**config.mk**
```make
export PLATFORM = sky130hd
export DESIGN_NAME = multi_timer
export DESIGN_NICKNAME = d
export VERILOG_FILES = /design/src/rtl/multi_timer.sv
export SDC_FILE = /design/constraint.sdc
export NUM_CORES = 1
export LEC_CHECK = 0
export ABC_AREA = 1
export BUFFER_PORTS_ARGS = -buffer_cell sky130_fd_sc_hd__buf_2
export CORE_ASPECT_RATIO = 0.7
export CORE_MARGIN = 2
export CORE_UTILIZATION = 40
export CTS_CLUSTER_DIAMETER = 40
export CTS_CLUSTER_SIZE = 14
export DETAILED_ROUTE_END_ITERATION = 16
export GPL_ROUTABILITY_DRIVEN = 0
export PLACE_DENSITY = 0.54
export SYNTH_ARGS = -nofsm -noshare
export SYNTH_HDL_FRONTEND = slang
export SYNTH_SLANG_ARGS = --single-unit
```
**constraint.sdc**
```tcl
create_clock -name clk -period 5.8 [get_ports clk]
set_input_delay 0.87 -clock clk [delete_from_list [all_inputs] [get_ports clk]]
set_output_delay 0.87 -clock clk [all_outputs]
set_load 0.03 [all_outputs]
```
**src/rtl/multi_timer.sv**
```systemverilog
// rtl/multi_timer.sv - NCH independent down-counting timers with one-shot or auto-reload modes.
module multi_timer #(
    parameter int WIDTH = 16,
    parameter int NCH   = 4,
    parameter int CW    = (NCH > 1) ? $clog2(NCH) : 1
) (
    input  logic             clk,
    input  logic             reset,
    input  logic             load,
    input  logic [CW-1:0]    load_ch,
    input  logic [WIDTH-1:0] cycles,
    input  logic             periodic,
    input  logic [NCH-1:0]   cancel,
    output logic [NCH-1:0]   busy,
    output logic [NCH-1:0]   expired,
    output logic             any_busy
);

    // Widen the index so the range check stays meaningful when NCH is not a power of two.
    logic [31:0] ch_idx;
    logic        load_ok;

    assign ch_idx  = 32'(load_ch);
    assign load_ok = load && (cycles != '0) && (ch_idx < 32'(NCH));

    for (genvar i = 0; i < NCH; i++) begin : g_ch
        logic [WIDTH-1:0] cnt;
        logic [WIDTH-1:0] rld;
        logic             md;
        logic             exp_q;
        logic             hit;

        assign hit = load_ok && (ch_idx == 32'(i));

        // Priority: cancel, then load, then terminal count, then plain decrement.
        always_ff @(posedge clk or posedge reset) begin
            if (reset) begin
                cnt   <= '0;
                rld   <= '0;
                md    <= 1'b0;
                exp_q <= 1'b0;
            end else if (cancel[i]) begin
                cnt   <= '0;
                md    <= 1'b0;
                exp_q <= 1'b0;
            end else if (hit) begin
                cnt   <= cycles;
                rld   <= cycles;
                md    <= periodic;
                exp_q <= 1'b0;
            end else if (cnt == WIDTH'(1)) begin
                cnt   <= md ? rld : '0;
                exp_q <= 1'b1;
            end else if (cnt != '0) begin
                cnt   <= cnt - WIDTH'(1);
                exp_q <= 1'b0;
            end else begin
                exp_q <= 1'b0;
            end
        end

        assign busy[i]    = (cnt != '0);
        assign expired[i] = exp_q;
    end

    assign any_busy = |busy;

endmodule
```
# Word-level counts from Yosys, hierarchy flattened

Cells that the tools add are included.

Bits of input ports: 26
Memories kept: 0
Memory bits (writable): 0
ROM bits: 0
Bits in latches: 0
Register bits after elaboration: 136
Logic and storage cells: 97

$lt $le $gt $ge: 1
Reduce and logical (&&, ||, !) cells: 25
Multiplexer cells: 40
Equal/unequal tests: 7
Bitwise operators: 4
Add/subtract/negate cells: 4
Multiply operators: 0
Shifts and indexed selects: 0
Div/mod/pow operators: 0

Operators by type and width:

| operator                | number |
|---|---|
| $mux W16                | 20 |
| $reduce_bool A16 Y1     | 5 |
| $eq A16 B1 Y1 const B   | 4 |
| $sub A16 B1 Y16 const B | 4 |
| $logic_not A32 Y1       | 1 |
| $mux W1                 | 20 |
| $reduce_bool A4 Y1      | 4 |
| $reduce_and A2 Y1       | 4 |
| $reduce_bool A2 Y1      | 4 |
| $logic_and A1 B1 Y1     | 6 |
| $eq A2 B2 Y1 const B    | 2 |
| $not A1 Y1              | 4 |
| $reduce_or A4 Y1        | 1 |
| $lt A2 B3 Y1 const B    | 1 |
| $eq A2 B1 Y1 const B    | 1 |

# Longest topological paths before layout

Depth after elaboration: 6
Depth in mapped cells: 14

# Worst setup path after synthesis

Ideal clock, no wire load.

Kind: flip-flop to output port
From: register g_ch[2].cnt[0]
To: output port any_busy
Arrival time: 1.605 ns
Cell stages (with the launch flop): 8
Slack: 3.325 ns
Data required time: 4.930 ns
Cells stage by stage: dfrtp_1 inv_1 ha_1 nand2_1 inv_1 nand3_1 nor2_1 nand3_1

Cells in the longest elaborated chain, start to end: 2

Ends and longest elaborated chain:

| what                   | RTL line | text |
|---|---|---|
| start, declared        | 27       | `logic [WIDTH-1:0] cnt;` |
| start signal, assigned | 47       | `cnt <= cycles;` |
| start signal, assigned | 52       | `cnt <= md ? rld : '0;` |
| start signal, assigned | 55       | `cnt <= cnt - WIDTH'(1);` |
| $reduce_bool A16 Y1    | 62       | `assign busy[i] = (cnt != '0);` |
| net busy[2]            | 14       | `output logic [NCH-1:0] busy,` |
| $reduce_or A4 Y1       | 66       | `assign any_busy = \|busy;` |
| end, declared          | 16       | `output logic any_busy` |

The timed path passes the listed nets, and every way through them passes these cells.

# Worst setup path after layout

From: register g_ch[1].cnt[0]
To: output port any_busy

Cells in the longest elaborated chain, start to end: 2

Ends and longest elaborated chain:

| what                   | RTL line |
|---|---|
| start, declared        | 27 |
| start signal, assigned | 47 |
| start signal, assigned | 52 |
| start signal, assigned | 55 |
| $reduce_bool A16 Y1    | 62 |
| $reduce_or A4 Y1       | 66 |

No other way between the ends.

==> impl_results.md <==
- Run status: finished clean
- Ordered list of cells on the worst path: inv_1 -> ha_1 -> nand2_1 -> nor2_1 -> nand2_2 -> nor2_1 -> nand3_1 -> buf_2
- Postcts setup bufs: 0
- Full die area: 22600 µm²
- Drt pass-1 iters: 8
- Synth Area per Inst: 6.57 µm²
- Worst-case headroom to the max-slew limit: 0.400
- Critical path startpoint category: flip-flop
- Shortest period the worst path allows: 3380 ps
- Netlist cell types: 35
- MaxCap Viol Count: 0
- CP Capture Type: output pin
- Worst setup slack after layout: 2420 ps
- Worst slack at placement: 2520 ps
- Endpoint arrival time on the critical path: 2510 ps
- Final design utilization: 0.456
- Synth Area in Compound Gates: 0.0696
- Violation count after the first detailed-routing iteration: 783
- Hold Fails Final Rpt: 0
- Share of the synthesized netlist area taken by xor and xnor gates: 0.00715
- Top flip-flop cell by instance count after synthesis: dfrtp_1
- IR Drop Worst-Case VDD: 217 µV
- Number of instances resized during post-cts repair: 0
- Fraction of final layout cells with drive strength greater than 1: 0.0898
- Static leakage power: 4.94 nW
- Post-Synthesis Cells: 1305
- Worst-Margin Slew: 898 ps
- Site row count: 44
- Antenna diode count: 0
- CTS H-Tree Depth: 4
- Placeable core region: 20900 µm²
- Type of the tightest min-delay check: reg2reg
- Crit path from: g_ch[1].cnt[0]$_DFFE_PP0P_
- Async set or reset register ratio after synthesis: 1.00
- ANT nets after route: 0
- Largest driver fanout on the critical path: 6
- Number of clock buffers inserted by TritonCTS: 17
- Data required time at the worst endpoint: 4930 ps
- Via count of the first global-routing pass: 7398
- Achievable frequency: 0.296 GHz
- Final period utilization: 0.583
- Average via count per standard cell: 5.13
- Total number of clock tree sinks: 136
- Final non-filler cell area: 9520 µm²
- Ys Warns: 0
- Post-synthesis instance area: 8570 µm²
- Power density over the cells: 549 nW/µm²
- Clock edge transition at the registers on the reported setup and hold paths: 60 ps
- Basic-gate share of the synthesized area counting and, or, nand and nor cells: 0.435
- Cell with the biggest individual delay on the critical path: dfrtp_1
- Pin count of the biggest net entering global routing: 81
- TritonCTS clock tree: built
- Largest stage delay on the critical path: 430 ps
- Worst Path Buf+Inv: 2
- HPWL after DPL: 18900 µm
- Dominant combinational cell family by area after synthesis: simple AND/OR/NAND/NOR gates
- Number of antenna violations at the first check in global routing: 1
- Total global-route track usage: 0.241
- Number of synthesized flops with an enable pin: 0
- Number of setup violations in the final report: 0
- Part of the Yosys area used for sequential elements: 0.397
- FF+latch count, synth: 136
- Relative area change from synthesis to final layout: 11.1%
- Syn_nets: 1339
- WL per Instance: 16.5 µm
- Effective utilization at floorplan: 0.411
- Number of remaining DRC errors: 0
- Total power of the final layout: 5.22 mW
- Setup repair after global routing missed its margin: false
- Vert. Die Dim: 126 µm
- Multiplexer share of the synthesized area: 0
- Root cell of the clock tree: clkbuf_16
- Hold buffer count at CTS: 0
- Number of fillers in the final layout: 2221
- Wire length of the first global-routing pass: 41500 µm
- Aggregate routed wire length: 26400 µm
- Number of vias in the routed layout: 8209
- Post-DP Area: 8850 µm²
- Number of max-slew violations in the final report: 0
- Post-layout net count: 1347
- Worst reg2reg path startpoint: g_ch[3].cnt[10]$_DFFE_PP0P_
- Clock skew: 6.86 ps
- Adder-cell share of the synthesized area: 0.0117
- Setup Total Neg Slack: 0 ps
- Commonest cells after routing, fill and taps aside: 430 x nand2_1, 264 x nor2_1, 136 x dfrtp_1, 122 x nand3_1, 100 x inv_1
- Leading cell type in the layout, fill and taps excluded: nand2_1
- Clock latency of the later-clocked register in the worst-skew pair: 430 ps
- Total grt overflow: 0
- I/O Pins: 35
- Category of cells accounting for the largest share of critical-path delay: simple AND/OR/NAND/NOR gates
- Most common cell on crit path: nor2_1
- Setup CP Type: reg2out
- Hold Startpoint: g_ch[3].rld[10]$_DFFE_PP0P_
- Number of buffers on the longest clock path: 2
- Die W: 179 µm
- Number of buffers inserted by port buffering: 34
## state kept, by name, summed over array words and instances, names as in the netlist
| register | cells |
|---|---|
| g_ch.cnt | 64 |
| g_ch.exp_q | 4 |
| g_ch.md | 4 |
| g_ch.rld | 64 |
## power breakdown
part | internal, mW | switching, mW
combinational | 0.794 | 1.67
clock | 0.826 | 0.442
sequential | 1.23 | 0.269
total | 2.85 | 2.38
## cell type report
class                           count  area [µm²]  area share
Multi-Input combinational cell   1010        4490       0.471
Sequential cell                   136        3400       0.357
Clock buffer                       19         453      0.0476
Inverter                          111         422      0.0443
Tap cell                          276         345      0.0363
Clock inverter                     12         223      0.0234
Timing Repair Buffer               37         193      0.0202
## tightest hold or removal path: cells and delay by family (launching register included)
family	cells	cell delay (ps)
and+or+nand+nor	2	90
DFF	1	340
## final timing paths
path | endpoint | slack, ps | depth (start not counted)
min in group asynchronous | g_ch[3].rld[0]$_DFFE_PP0P_ | 560 | 2
worst min-delay path | g_ch[3].rld[10]$_DFFE_PP0P_ | 470 | 2
worst max register to register | g_ch[3].cnt[6]$_DFFE_PP0P_ | 3390 | 9
max in group asynchronous | g_ch[1].cnt[12]$_DFFE_PP0P_ | 4020 | 3
worst max-delay path | any_busy | 2420 | 8
worst min register to register | g_ch[3].rld[10]$_DFFE_PP0P_ | 470 | 2
## metrics by stage
| stage | hold slack [ps] | instances |
|---|---|---|
| after global routing | 505 | 1601 |
| after floorplan | 442 | 1305 |
| after detailed placement | 461 | 1570 |
| after CTS | 475 | 1601 |
| final | 468 | 1601 |
| after global placement | 458 | 1570 |
## cells in the mapped netlist, types with 9 or more instances
library cell,n,area share
inv_1,101,0.044
buf_4,12,0.011
nand4_1,18,0.013
nor2_2,9,0.0066
o21ai_0,61,0.036
nor2_1,264,0.12
nand2_1,430,0.19
o21ai_1,11,0.0064
a21oi_1,28,0.016
inv_2,10,0.0044
clkbuf_1,12,0.0053
dfrtp_1,136,0.40
nand3_1,122,0.071
buf_2,21,0.012
## kinds of logic after synthesis
family	Yosys count
xor gates and xnor gates	7
buffers and inverters	159
DFF	136
adders and majority gates	8
AOI/OAI and AO/OA	113
and+or+nand+nor	882
## metal layers
layer / global-route usage / vias up / routed length [µm] / part of all wire
li1: - / 4131 / - / -
met1: 0.387 / 3830 / 14000 / 0.53
met2: 0.328 / 226 / 10500 / 0.40
met3: 0.0489 / 22 / 1700 / 0.064
met4: 0.0521 / 0 / 250 / 0.0095
met5: 0 / - / 0 / 0
No activity file was read; power rests on OpenSTA's default activity.
